===== config.mk =====
export PLATFORM = sky130hd
export DESIGN_NAME = regfile_writeback
export DESIGN_NICKNAME = d
export VERILOG_FILES = /design/src/rtl/rv_core_pkg.sv /design/src/rtl/wb_fifo.sv /design/src/rtl/regfile_writeback.sv
export SDC_FILE = /design/constraint.sdc
export NUM_CORES = 1
export LEC_CHECK = 0
export ABC_AREA = 1
export BUFFER_PORTS_ARGS = -buffer_cell sky130_fd_sc_hd__buf_2
export CAP_MARGIN = 40
export CORE_MARGIN = 10
export CORE_UTILIZATION = 35
export CTS_CLUSTER_DIAMETER = 200
export CTS_CLUSTER_SIZE = 20
export DETAILED_ROUTE_END_ITERATION = 6
export HOLD_SLACK_MARGIN = 0.08
export PLACE_DENSITY = 0.64
export SETUP_SLACK_MARGIN = 0.5
export SLEW_MARGIN = 20
export SYNTH_ARGS = -nofsm -noshare
export SYNTH_HDL_FRONTEND = slang
export SYNTH_HIERARCHICAL = 1
export SYNTH_SLANG_ARGS = --single-unit

===== constraint.sdc =====
create_clock -name clk -period 3.46 [get_ports clk]
set_input_delay 0 -clock clk [delete_from_list [all_inputs] [get_ports clk]]
set_output_delay 0 -clock clk [all_outputs]
set_load 0.02 [all_outputs]

===== src/rtl/rv_core_pkg.sv =====
// Shared core types: architectural widths, the x0 index, and the write-back request
// carried by both result channels and the load FIFO.
package rv_core_pkg;

   localparam int XLEN       = 64;
   localparam int REG_ADDR_W = 5;

   localparam logic [REG_ADDR_W-1:0] REG_X0 = '0;

   typedef struct packed {
      logic [REG_ADDR_W-1:0] rd;
      logic [XLEN-1:0]       data;
   } wb_req_t;

endpackage : rv_core_pkg


===== src/rtl/wb_fifo.sv =====
// Synchronous FIFO of write-back requests with wrapping pointers and an occupancy count.
// The head entry is presented combinationally on pop_data whenever the FIFO is non-empty.
module wb_fifo
   import rv_core_pkg::*;
#(
   parameter int DEPTH = 4
) (
   input  logic                       clk,
   input  logic                       rst_n,
   input  logic                       push,
   input  wb_req_t                    push_data,
   input  logic                       pop,
   output wb_req_t                    pop_data,
   output logic                       full,
   output logic                       empty,
   output logic [$clog2(DEPTH+1)-1:0] count
);

   localparam int PTR_W = (DEPTH > 1) ? $clog2(DEPTH) : 1;
   localparam int CNT_W = $clog2(DEPTH + 1);

   wb_req_t              mem_q [DEPTH];
   logic [PTR_W-1:0]     wr_ptr_q;
   logic [PTR_W-1:0]     rd_ptr_q;
   logic [CNT_W-1:0]     count_q;

   // NOTE: storage has no reset; validity is tracked entirely by count_q, so the
   // array can map onto plain flops or a RAM without a reset network.
   always_ff @(posedge clk) begin
      if (push) begin
         mem_q[wr_ptr_q] <= push_data;
      end
   end

   // NOTE: sequential state is always updated with non-blocking assignments so every
   // flop samples pre-edge values regardless of statement order.
   always_ff @(posedge clk or negedge rst_n) begin
      if (!rst_n) begin
         wr_ptr_q <= '0;
         rd_ptr_q <= '0;
         count_q  <= '0;
      end else begin
         if (push) wr_ptr_q <= wr_ptr_q + 1'b1;
         if (pop)  rd_ptr_q <= rd_ptr_q + 1'b1;
         case ({push, pop})
            2'b10:   count_q <= count_q + 1'b1;
            2'b01:   count_q <= count_q - 1'b1;
            default: count_q <= count_q;
         endcase
      end
   end

   assign pop_data = mem_q[rd_ptr_q];
   assign full     = (count_q == CNT_W'(DEPTH));
   assign empty    = (count_q == '0);
   assign count    = count_q;

endmodule : wb_fifo


===== src/rtl/regfile_writeback.sv =====
// Write-side producer for the register file: arbitrates ALU results against buffered
// loads with bounded load starvation, and drives a registered write port that never writes x0.
module regfile_writeback
   import rv_core_pkg::*;
#(
   parameter int XLEN       = rv_core_pkg::XLEN,
   parameter int ADDR_W     = rv_core_pkg::REG_ADDR_W,
   parameter int LD_DEPTH   = 4,
   parameter int STARVE_MAX = 3
) (
   input  logic                          clk,
   input  logic                          rst_n,
   input  logic                          alu_valid,
   output logic                          alu_ready,
   input  logic [ADDR_W-1:0]             alu_rd,
   input  logic [XLEN-1:0]               alu_data,
   input  logic                          ld_valid,
   output logic                          ld_ready,
   input  logic [ADDR_W-1:0]             ld_rd,
   input  logic [XLEN-1:0]               ld_data,
   output logic                          wb_we,
   output logic [ADDR_W-1:0]             wb_rd,
   output logic [XLEN-1:0]               wb_data,
   output logic [$clog2(LD_DEPTH+1)-1:0] ld_pending
);

   localparam int STARVE_W = (STARVE_MAX > 0) ? $clog2(STARVE_MAX + 1) : 1;

   wb_req_t             ld_head;
   wb_req_t             ld_push_req;
   logic                fifo_full;
   logic                fifo_empty;
   logic                sel_ld;
   logic                ld_push;

   logic [STARVE_W-1:0] starve_q, starve_d;
   logic                wb_we_q, wb_we_d;
   logic [ADDR_W-1:0]   wb_rd_q, wb_rd_d;
   logic [XLEN-1:0]     wb_data_q, wb_data_d;

   assign ld_push_req = '{rd: ld_rd, data: ld_data};

   wb_fifo #(
      .DEPTH(LD_DEPTH)
   ) u_ld_fifo (
      .clk      (clk),
      .rst_n    (rst_n),
      .push     (ld_push),
      .push_data(ld_push_req),
      .pop      (sel_ld),
      .pop_data (ld_head),
      .full     (fifo_full),
      .empty    (fifo_empty),
      .count    (ld_pending)
   );

   // A full FIFO always wins, which is what lets a new load enter in the same cycle.
   assign sel_ld    = !fifo_empty &&
                      (!alu_valid || fifo_full || (starve_q == STARVE_W'(STARVE_MAX)));
   assign alu_ready = !sel_ld;
   assign ld_ready  = !fifo_full || sel_ld;
   assign ld_push   = ld_valid && ld_ready;

   always_comb begin
      // NOTE: every combinational output gets a default first so no path infers a latch.
      wb_we_d   = 1'b0;
      wb_rd_d   = wb_rd_q;
      wb_data_d = wb_data_q;
      starve_d  = starve_q;

      if (sel_ld) begin
         wb_we_d   = (ld_head.rd != REG_X0);
         wb_rd_d   = ld_head.rd;
         wb_data_d = ld_head.data;
      end else if (alu_valid) begin
         wb_we_d   = (alu_rd != REG_X0);
         wb_rd_d   = alu_rd;
         wb_data_d = alu_data;
      end

      // Counts ALU grants that bypass a waiting load; saturates at the limit.
      if (fifo_empty || sel_ld) begin
         starve_d = '0;
      end else if (alu_valid && (starve_q != STARVE_W'(STARVE_MAX))) begin
         starve_d = starve_q + 1'b1;
      end
   end

   always_ff @(posedge clk or negedge rst_n) begin
      if (!rst_n) begin
         wb_we_q   <= 1'b0;
         wb_rd_q   <= '0;
         wb_data_q <= '0;
         starve_q  <= '0;
      end else begin
         wb_we_q   <= wb_we_d;
         wb_rd_q   <= wb_rd_d;
         wb_data_q <= wb_data_d;
         starve_q  <= starve_d;
      end
   end

   assign wb_we   = wb_we_q;
   assign wb_rd   = wb_rd_q;
   assign wb_data = wb_data_q;

endmodule : regfile_writeback


== Word level (Yosys, flattened, before mapping) ==
Memory sizes are Yosys's and may differ from the RTL's.
Index checks and enable logic that the tools add are counted.
Widths: inputs -> output; s select.

* Logic and storage cells: 46
* Memories: 1
* Bits in registers: 79
* Bits in writable memories: 276

{| class="wikitable"
|+ Memories
! name !! depth !! bits a word !! read ports !! clocked after Yosys merged registers in !! write ports !! line !! source
|-
| u_ld_fifo.mem_q || 4 || 69 || 1 || 0 || 1 || wb_fifo.sv:22 || <nowiki>wb_req_t mem_q [DEPTH];</nowiki>
|}

* $add $sub $neg: 5
* Mux-type cells: 11
* Equality and inequality tests: 5
* Reductions and logical operators: 17

{| class="wikitable"
|+ Operator list
! kind !! count
|-
| $mux 64 || 2
|-
| $mux 5 || 2
|-
| $reduce_bool 5->1 || 2
|-
| $add 2x1->2 const B || 3
|-
| $pmux 3 s2 || 1
|-
| $reduce_bool 2->1 || 3
|-
| $eq 2x2->1 const B || 2
|-
| $logic_not 1->1 || 4
|-
| $logic_or 1x1->1 || 4
|-
| $mux 1 || 4
|-
| $mux 2 || 2
|-
| $add 3x1->3 const B || 1
|-
| $eq 3x3->1 const B || 1
|-
| $logic_and 1x1->1 || 3
|-
| $logic_not 3->1 || 1
|-
| $sub 3x1->3 const B || 1
|-
| $eq 2x1->1 const B || 1
|-
| $ne 2x2->1 const B || 1
|}

== Logic depth before layout (Yosys ltp) ==
Gate-level depths: netlist of run 1.

* Word-level depth: 8
* Depth in mapped cells: 14
* Depth with buffers taken out: 13

== Hierarchy ==
The synthesis of run 1 kept the hierarchy.

{| class="wikitable"
|+ Modules (own cells, without submodules)
! module !! instances !! cells an instance !! area each (µm²)
|-
| wb_fifo || 1 || 854 || 11468.5
|-
| regfile_writeback || 1 || 554 || 3993.8
|}

== Least setup slack after synthesis of run 1 ==
No wires, ideal clock.

* Kind: register to register
* Start: register u_ld_fifo.count_q[0], in the netlist u_ld_fifo/count[0]
* End: memory u_ld_fifo/mem_q[0][0] (netlist name) (enable)
* Buffers on the path: 2
* Required time: 3037 ps
* Period minus slack after synthesis: 3188 ps
* Setup slack: 272 ps
* Stages on the path, launching flop included: 8
* Data arrival time: 2765 ps
* Path through: dfrtp_1 nor3_1 buf_2 nand2_1 and2_1 clkbuf_1 nand2_1 inv_1

* Elaborated cells on any way between the ends: 11
* Those cells by class: 1 x eq/ne; 2 x mux; 8 x reduce/logical

{| class="wikitable"
|+ RTL lines
! what !! line !! source
|-
| from (decl) || wb_fifo.sv:25 || <nowiki>logic [CNT_W-1:0] count_q;</nowiki>
|-
| from (signal assigned) || wb_fifo.sv:46 || <nowiki>2'b10: count_q <= count_q + 1'b1;</nowiki>
|-
| from (signal assigned) || wb_fifo.sv:47 || <nowiki>2'b01: count_q <= count_q - 1'b1;</nowiki>
|-
| from (signal assigned) || wb_fifo.sv:48 || <nowiki>default: count_q <= count_q;</nowiki>
|-
| $logic_not 3->1 || wb_fifo.sv:55 || <nowiki>assign empty = (count_q == '0);</nowiki>
|-
| named net fifo_empty || regfile_writeback.sv:32 || <nowiki>logic fifo_empty;</nowiki>
|-
| $logic_not 1->1 || regfile_writeback.sv:58 || <nowiki>assign sel_ld = !fifo_empty &&</nowiki>
|-
| $logic_and 1x1->1 || regfile_writeback.sv:58 ||
|-
| $logic_or 1x1->1 || regfile_writeback.sv:61 || <nowiki>assign ld_ready = !fifo_full || sel_ld;</nowiki>
|-
| named net ld_ready || regfile_writeback.sv:18 || <nowiki>output logic ld_ready,</nowiki>
|-
| $logic_and 1x1->1 || regfile_writeback.sv:62 || <nowiki>assign ld_push = ld_valid && ld_ready;</nowiki>
|-
| named net ld_push || regfile_writeback.sv:34 || <nowiki>logic ld_push;</nowiki>
|-
| $mux 1 || wb_fifo.sv:30 || <nowiki>if (push) begin</nowiki>
|-
| $mux 1 (not written as such) || wb_fifo.sv:31 || <nowiki>mem_q[wr_ptr_q] <= push_data;</nowiki>
|-
| to (decl) || wb_fifo.sv:22 ||
|}

The timed path passes the listed nets, and every way through them passes these cells.

== Worst setup path in the final report of run 1 ==
* Start: register u_ld_fifo.count_q[2], in the netlist u_ld_fifo/count[2]
* End: register u_ld_fifo.count_q[2], in the netlist u_ld_fifo/count[2]

* Longest elaborated chain between the ends: 8
* Elaborated cells on any way between the ends: 15
* Those cells by class: 2 x add/sub; 3 x eq/ne; 1 x mux; 9 x reduce/logical

{| class="wikitable"
|+ Ends and longest elaborated chain
! what !! line !! source
|-
| $eq 3x3->1 (*) || wb_fifo.sv:54 || <nowiki>assign full = (count_q == CNT_W'(DEPTH));</nowiki>
|-
| named net fifo_full || regfile_writeback.sv:31 || <nowiki>logic fifo_full;</nowiki>
|-
| $logic_or 1x1->1 (*) (2 in series) || regfile_writeback.sv:59 || <nowiki>(!alu_valid || fifo_full || (starve_q == STARVE_W'(STARVE_MAX)));</nowiki>
|-
| $logic_and 1x1->1 (*) || regfile_writeback.sv:58 ||
|-
| named net sel_ld || regfile_writeback.sv:33 || <nowiki>logic sel_ld;</nowiki>
|-
| $logic_or 1x1->1 || regfile_writeback.sv:61 ||
|-
| $logic_and 1x1->1 || regfile_writeback.sv:62 ||
|-
| $eq 2x1->1 / $eq 2x2->1 (equally long branches) || wb_fifo.sv:45 || <nowiki>case ({push, pop})</nowiki>
|-
| $pmux 3 s2 / $reduce_bool 2->1 (equally long branches) || n/a ||
|}

The timed path passes the listed nets; every way through them passes the cells marked *.
A chain may end at the register's enable or synchronous reset.

==> results of run 1 <==
## power by group
part	switching (mW)	internal [mW]
sequential	0.500	5.77
clock	1.32	1.15
combinational	3.83	1.84
total	5.65	8.76
## metal layers
layer  up-vias  track usage  share of wire
li1       5362            -              -
met1      5338        0.192           0.44
met2       324        0.255           0.49
met3        29       0.0256          0.061
met4         0       0.0253          0.014
met5         -            0              0
## placed cells by master (no fill, tap or decap), types with 6 or more instances in the layout
| cell | Yosys | layout |
|---|---|---|
| inv_1 | 222 | 218 |
| dfrtp_1 | 79 | 77 |
| o211ai_2 | 10 | 10 |
| clkbuf_16 | 0 | 21 |
| edfxtp_1 | 276 | 276 |
| buf_2 | 45 | 214 |
| clkbuf_1 | 3 | 15 |
| dlygate4sd3_1 | 0 | 143 |
| ha_1 | 6 | 6 |
| nand3_1 | 208 | 208 |
| buf_4 | 15 | 20 |
| o211ai_1 | 128 | 128 |
| nand2_1 | 361 | 361 |
## synthesized netlist by cell type, drive strengths merged
cell type,count
dfrtp,79
nor2,5
edfxtp,276
nand3b,2
nand4,1
o21ai,2
ha,6
fa,1
nand3,208
and2,1
a21oi,2
nand2,363
nor3b,1
o211ai,138
inv,225
buf,88
xnor2,1
clkbuf,3
xor2,3
nor3,3
## per-stage QoR
stage | power, mW | worst slack, ns | hold WS (ns) | utilization
3_3_place_gp | 11.7 | 1.04 | 0.162 | 0.388
5_1_grt | 15.4 | 0.614 | 0.220 | 0.439
3_5_place_dp | 11.9 | 0.885 | -0.0962 | 0.391
2_1_floorplan | 10.3 | 0.535 | -0.296 | -
6_report | 14.4 | 0.799 | 0.230 | 0.439
4_1_cts | 14.6 | 0.510 | 0.149 | 0.437
## cells by family (layout without fill, tap and decap cells)
kind of cell,Yosys count,in the layout,share of synthesized area
and+or+nand+nor,584,584,0.161
DFF,355,355,0.664
buffers and inverters,316,647,0.0952
AOI/OAI and AO/OA,142,142,0.0715
adders and majority gates,7,7,0.00615
xor gates and xnor gates,4,4,0.00227
other,0,2,0
## area by class of cell
cell class | instances | area (um^2)
multi-input cells | 737 | 3740
fillers | 4128 | 24300
flip-flops and latches | 355 | 10300
repair buffers | 385 | 2830
diodes | 2 | 5.00
inverters | 225 | 862
clock inverters | 1 | 6.26
clock buffers | 36 | 582
well taps | 585 | 732
## state kept, by name (all words and copies together) (netlist names)
signal and cells:
starve_q 2, u_ld_fifo/count 3, u_ld_fifo/mem_q 276, u_ld_fifo/rd_ptr_q 2
u_ld_fifo/wr_ptr_q 2, wb_data 64, wb_rd 5, wb_we 1
## path summary, 6_finish.rpt
kind,endpoint,startpoint,depth (start not counted)
min in group asynchronous,wb_data[61],rst_n,4
max in group asynchronous,wb_we,rst_n,5
min reg2reg,starve_q[0],starve_q[0],1
min,u_ld_fifo/mem_q[1][5],ld_data[5],2
max reg2reg,u_ld_fifo/count[2],u_ld_fifo/count[2],11
max,u_ld_fifo/count[2],u_ld_fifo/count[2],11
==> impl_results.md, run 1 <==
- Outcome: finished, final reports clean
- Max-slew violation count: 0
- Die Ht: 230 um
- Finished Cell Area: 19000 um^2
- Via count: 11100
- Worst hold path type: in2reg
- Worst clock skew: 0.0188 ns
- Post-synthesis net count: 1557
- Total leakage power: 8.38 nW
- Fin cells: 2326
- CP startpoint kind: flip-flop
- Drt total wl: 40400 um
- Final min period: 2.66 ns
- Clk Latency, worst-skew pair: 0.52 ns
- Postcts setup bufs: 0
- VDD IR max: 0.000411 V
- Least-Margin Pin Slew: 0.867 ns
- Hold Vio Cnt, Final: 0
- DP Area: 16900 um^2
- Post-CTS sizing: 0
- Nets@finish: 1874
- TritonCTS Buffers: 21
- Max Buffers Root-to-Sink: 3
- Flop2flop setup slack: 0.80 ns
- Clock tree sinks: 355
- Ys Warns: 6
- TritonCTS clock tree: done
- Pin count of the biggest net entering global routing: 117
- Core Rows: 76
- First-pass GRT wire length: 63000 um
- Critical path's top delay family: simple AND/OR/NAND/NOR gates
- # DRC: 0
- Cells after DPL: 2141
- Post-synthesis cell count: 1408
- Initial antenna violation count: 2
- Critical path required time: 3.86 ns
- Layout area overhead: 23.1%
- H-tree levels: 1
- Total GRT Usage: 0.148
- Drt first pass iters: 5
- RSZ-0062 raised after global routing: false
- Post-synthesis sequential area ratio: 0.664
- Initial Util: 0.357
- Syn Std Cell Area: 15500 um^2
- Reg clk slew, reported paths: 0.08 ns
- Period Utilization, post-route: 0.769
- WP buf/inv: 2
- Root buffer cell: clkbuf_16
- Vias in the first global route: 11000
- CP Max Fanout: 4
- Fin Setup TNS: 0 ns
- Top cell type's share of synthesized area: 0.536
- Ports: 217
- # setup viols final: 0
- Synth Area per Inst: 11.0 um^2
- WL/cell: 17.4 um
- Max frequency: 376 MHz
- Post-DRT Antenna Nets: 0
- Core ar.: 43400 um^2
- Overflow after GRT: 0
- Synth cell types: 27
- Die X: 230 um
- DR iter-0 viols: 746
- Final GP Congestion: 0.730
- CP endpoint kind: flip-flop
- Slew margin rel.: 0.422
- Crit-path cells: inv_1, nor3_1, nor2_2, a21oi_1, ha_1, inv_1, fa_1, nand2_1, nand3_1, nand2_1, nand2_1
- Max-Cap Viols: 0
- Top cells by area, synth: edfxtp_1, dfrtp_1, nand2_1
- IO Port Bufs: 216
- Most frequent CP cell: nand2_1
- Critical path data arrival time: 3.07 ns
- Count of state elements after synthesis: 355
- Power per Cell Area: 757 nW/um^2
- DPL Wire Length: 25800 um
- Synth area leader: edfxtp_1
- Critical path's slowest cell: dfrtp_1
- Layout cell share with drive strength beyond 1: 0.165
- Worst Setup Path Type: reg2reg
- Hold bufs inserted after CTS: 142
- Full die area: 53000 um^2
- Slowest stage delay, CP: 0.45 ns
- Vias/cell: 4.75
(Power assumes the default switching activity.)
==> run 2: changes to the inputs <==
--- a/config.mk
+++ b/config.mk
@@ -14,7 +14,7 @@
 export CTS_CLUSTER_SIZE = 20
 export DETAILED_ROUTE_END_ITERATION = 6
 export HOLD_SLACK_MARGIN = 0.08
-export PLACE_DENSITY = 0.64
+export PLACE_DENSITY = 0.66
 export SETUP_SLACK_MARGIN = 0.5
 export SLEW_MARGIN = 20
 export SYNTH_ARGS = -nofsm -noshare
==> constraint.sdc (replaced) <==
create_clock -name clk -period 2.2 [get_ports clk]
set_input_delay 0 -clock clk [delete_from_list [all_inputs] [get_ports clk]]
set_output_delay 0 -clock clk [all_outputs]
set_load 0.02 [all_outputs]
==> run 2 against run 1 <==
  * Total power increased by 79%
  * Combinational power increased by 110%
  * Fmax is 30% higher
  * Count of clock-buffer cells in the layout is the same
  * Global-route usage grew 0.54 points
  * First-iteration DRC count is 53% higher
  * Hold slack hardly changed
  * Largest cell class unchanged
  * Largest power group is now combinational cells
  * Highest routed layer unchanged
  * Critical path depth is 2 lower
==> impl_results.md, run 2 (synthesis results as in run 1) <==
- Outcome: finished, final reports clean
- DR iter-0 viols: 1143 (+53%)
- Setup Slack @ Placement: 0.00982 ns (-0.875 ns)
- Max Buffers Root-to-Sink: 3 (unchanged)
- CP endpoint kind: flip-flop
- Total leakage power: 9.17 nW (+9.5%)
- Critical path required time: 2.49 ns (-1.37 ns)
- Max frequency: 490 MHz (+30%)
- Worst Setup Path Type: reg2reg
- VDD IR max: 0.000569 V (+38%)
- Worst clock skew: 0.0204 ns (+0.00162 ns)
- Nets@finish: 1961 (+4.6%)
- Die X: 230 um (unchanged)
- Crit. Startpoint: u_ld_fifo/count[2]
- Drt total wl: 47500 um (+17%)
- Finished Cell Area: 20700 um^2 (+9.0%)
- Worst hold path type: in2reg
- Initial antenna violation count: 2 (unchanged)
- Hold_sp: ld_data[23]
- Post-DRT Antenna Nets: 0 (unchanged)
- Full die area: 53000 um^2 (unchanged)
- Die Ht: 230 um (unchanged)
- Overflow after GRT: 0 (unchanged)
- Clock tree sinks: 355 (unchanged)
- Layout cell share with drive strength beyond 1: 0.216 (+0.0513)
- Least-Margin Pin Slew: 0.942 ns (+0.0751 ns)
- Max FFs per register: 276 (unchanged)
- H-tree levels: 1 (unchanged)
- Root buffer cell: clkbuf_16
- DPL Wire Length: 26300 um (+2.2%)
- TritonCTS clock tree: done
- Final GP Congestion: 0.763 (+4.5%)
- Hold Vio Cnt, Final: 0 (unchanged)
- Total GRT Usage: 0.153 (+0.00543)
- Initial Util: 0.357 (unchanged)
- Slew margin rel.: 0.370 (-0.0522)
- WL/cell: 19.7 um (+13%)
- First-pass GRT wire length: 64900 um (+3.0%)
- Period Utilization, post-route: 0.928 (+0.159)
- Final min period: 2.04 ns (-0.619 ns)
- Max-slew violation count: 0 (unchanged)
- Reg clk slew, reported paths: 0.09 ns (about the same)
- RSZ-0062 raised after global routing: true
- Clk Latency, worst-skew pair: 0.53 ns (about the same)
- # setup viols final: 0 (unchanged)
- CP Max Fanout: 7 (+3)
- Via count: 11800 (+6.3%)
- Most flops, register: u_ld_fifo/mem_q
- Vias in the first global route: 11000 (-0.036%)
- TritonCTS Buffers: 21 (unchanged)
- IO Port Bufs: 216 (unchanged)
- Max-Cap Viols: 0 (unchanged)
- # DRC: 0 (unchanged)
- Fillers: 3807 (-7.8%)
- CP startpoint kind: flip-flop
- Core ar.: 43400 um^2 (unchanged)
- Most frequent cells in the layout: nand2_1, edfxtp_1, inv_1
- Leading cell type in the layout, fill and taps excluded: nand2_1
- Ports: 217 (unchanged)
- Layout area overhead: 34.1%
- Power per Cell Area: 1240 nW/um^2 (+64%)
- Setup WS post-layout: 0.157 ns (-0.641 ns)
- Vias/cell: 4.87 (+2.5%)
- Critical path data arrival time: 2.33 ns (-0.74 ns)
- DP Area: 17200 um^2 (+1.6%)
- Reg-to-Reg Start: u_ld_fifo/count[2]
- Core Rows: 76 (unchanged)
- Drt first pass iters: 7 (+2)
- Pin count of the biggest net entering global routing: 70 (-40%)
[run 2: cell types whose count changed in the layout (fill, tap and decap cells not counted), sizes merged]
cell / before / now
nand2: 363 / 364
clkbuf: 36 / 56
buf: 242 / 303
dlygate4sd3: 143 / 148
[run 2: routing by layer]
metal | vias up | global-route usage | share of wire | routed length (um)
met3 | 45 | 0.0254 | 0.071 | 3380
li1 | 5545 | - | - | -
met2 | 451 | 0.260 | 0.49 | 23100
met5 | - | 0 | 0 | 0
met4 | 0 | 0.0286 | 0.012 | 583
met1 | 5712 | 0.203 | 0.43 | 20400
[run 2: power by group]
| group | total (mW) | leakage [nW] | internal (mW) | switching, mW |
|---|---|---|---|---|
| clock | 3.95 | 0.281 | 1.81 | 2.14 |
| sequential | 9.77 | 3.51 | 9.06 | 0.703 |
| combinational | 12.1 | 5.38 | 4.84 | 7.22 |
[run 2: worst max-delay path, stage by stage, from the launching register on]
cell and delay, ns:
dfrtp_1 0.43, buf_6 0.14, nor3_4 0.24, nand2_4 0.07, and2_4 0.16, buf_8 0.14, nand2_4 0.06, clkinvlp_4 0.19
buf_12 0.20, clkbuf_16 0.15
[run 2: final cells by class]
class | instances | area [um^2] | area share
sequential | 355 | 10300 | 0.495
timing repair buffer | 471 | 4380 | 0.211
multi-input combinational | 738 | 3880 | 0.187
inverter | 225 | 878 | 0.0424
tap | 585 | 732 | 0.0353
clock buffer | 36 | 582 | 0.0281
clock inverter | 1 | 6.26 | 0.000302
antenna | 2 | 5.00 | 0.000241
[run 2: path summary, 6_finish.rpt]
path	endpoint	slack (ns)	cells after the start
worst max-delay path	u_ld_fifo/mem_q[2][40]	0.16	9
worst min-delay path	u_ld_fifo/mem_q[3][23]	0.23	2
worst max register to register	u_ld_fifo/mem_q[2][40]	0.16	9
worst min register to register	starve_q[0]	0.45	1
max in group asynchronous	wb_data[58]	0.85	3
min in group asynchronous	wb_data[51]	0.39	3
[run 2: repair_timing]
item,CTS,global route
cloned,4,30
pin swaps,8,3
buffers inserted,16,21
endpoints found under the setup margin,352,350
hold buffers,142,7
hold endpoints to repair,429,1
resized for setup,43,48
[run 2: per-stage QoR]
step | util | std cells | hold WS, ns | total power, mW | setup TNS [ns]
global route | 0.478 | 2412 | 0.233 | 27.2 | 0
floorplan | - | 1408 | -0.296 | 16.3 | -137.86
global placement | 0.397 | 2154 | 0.102 | 19.0 | 0
detailed placement | 0.397 | 2154 | 0.0998 | 19.2 | 0
finish | 0.478 | 2413 | 0.230 | 25.8 | 0
CTS | 0.453 | 2353 | 0.0375 | 24.0 | 0
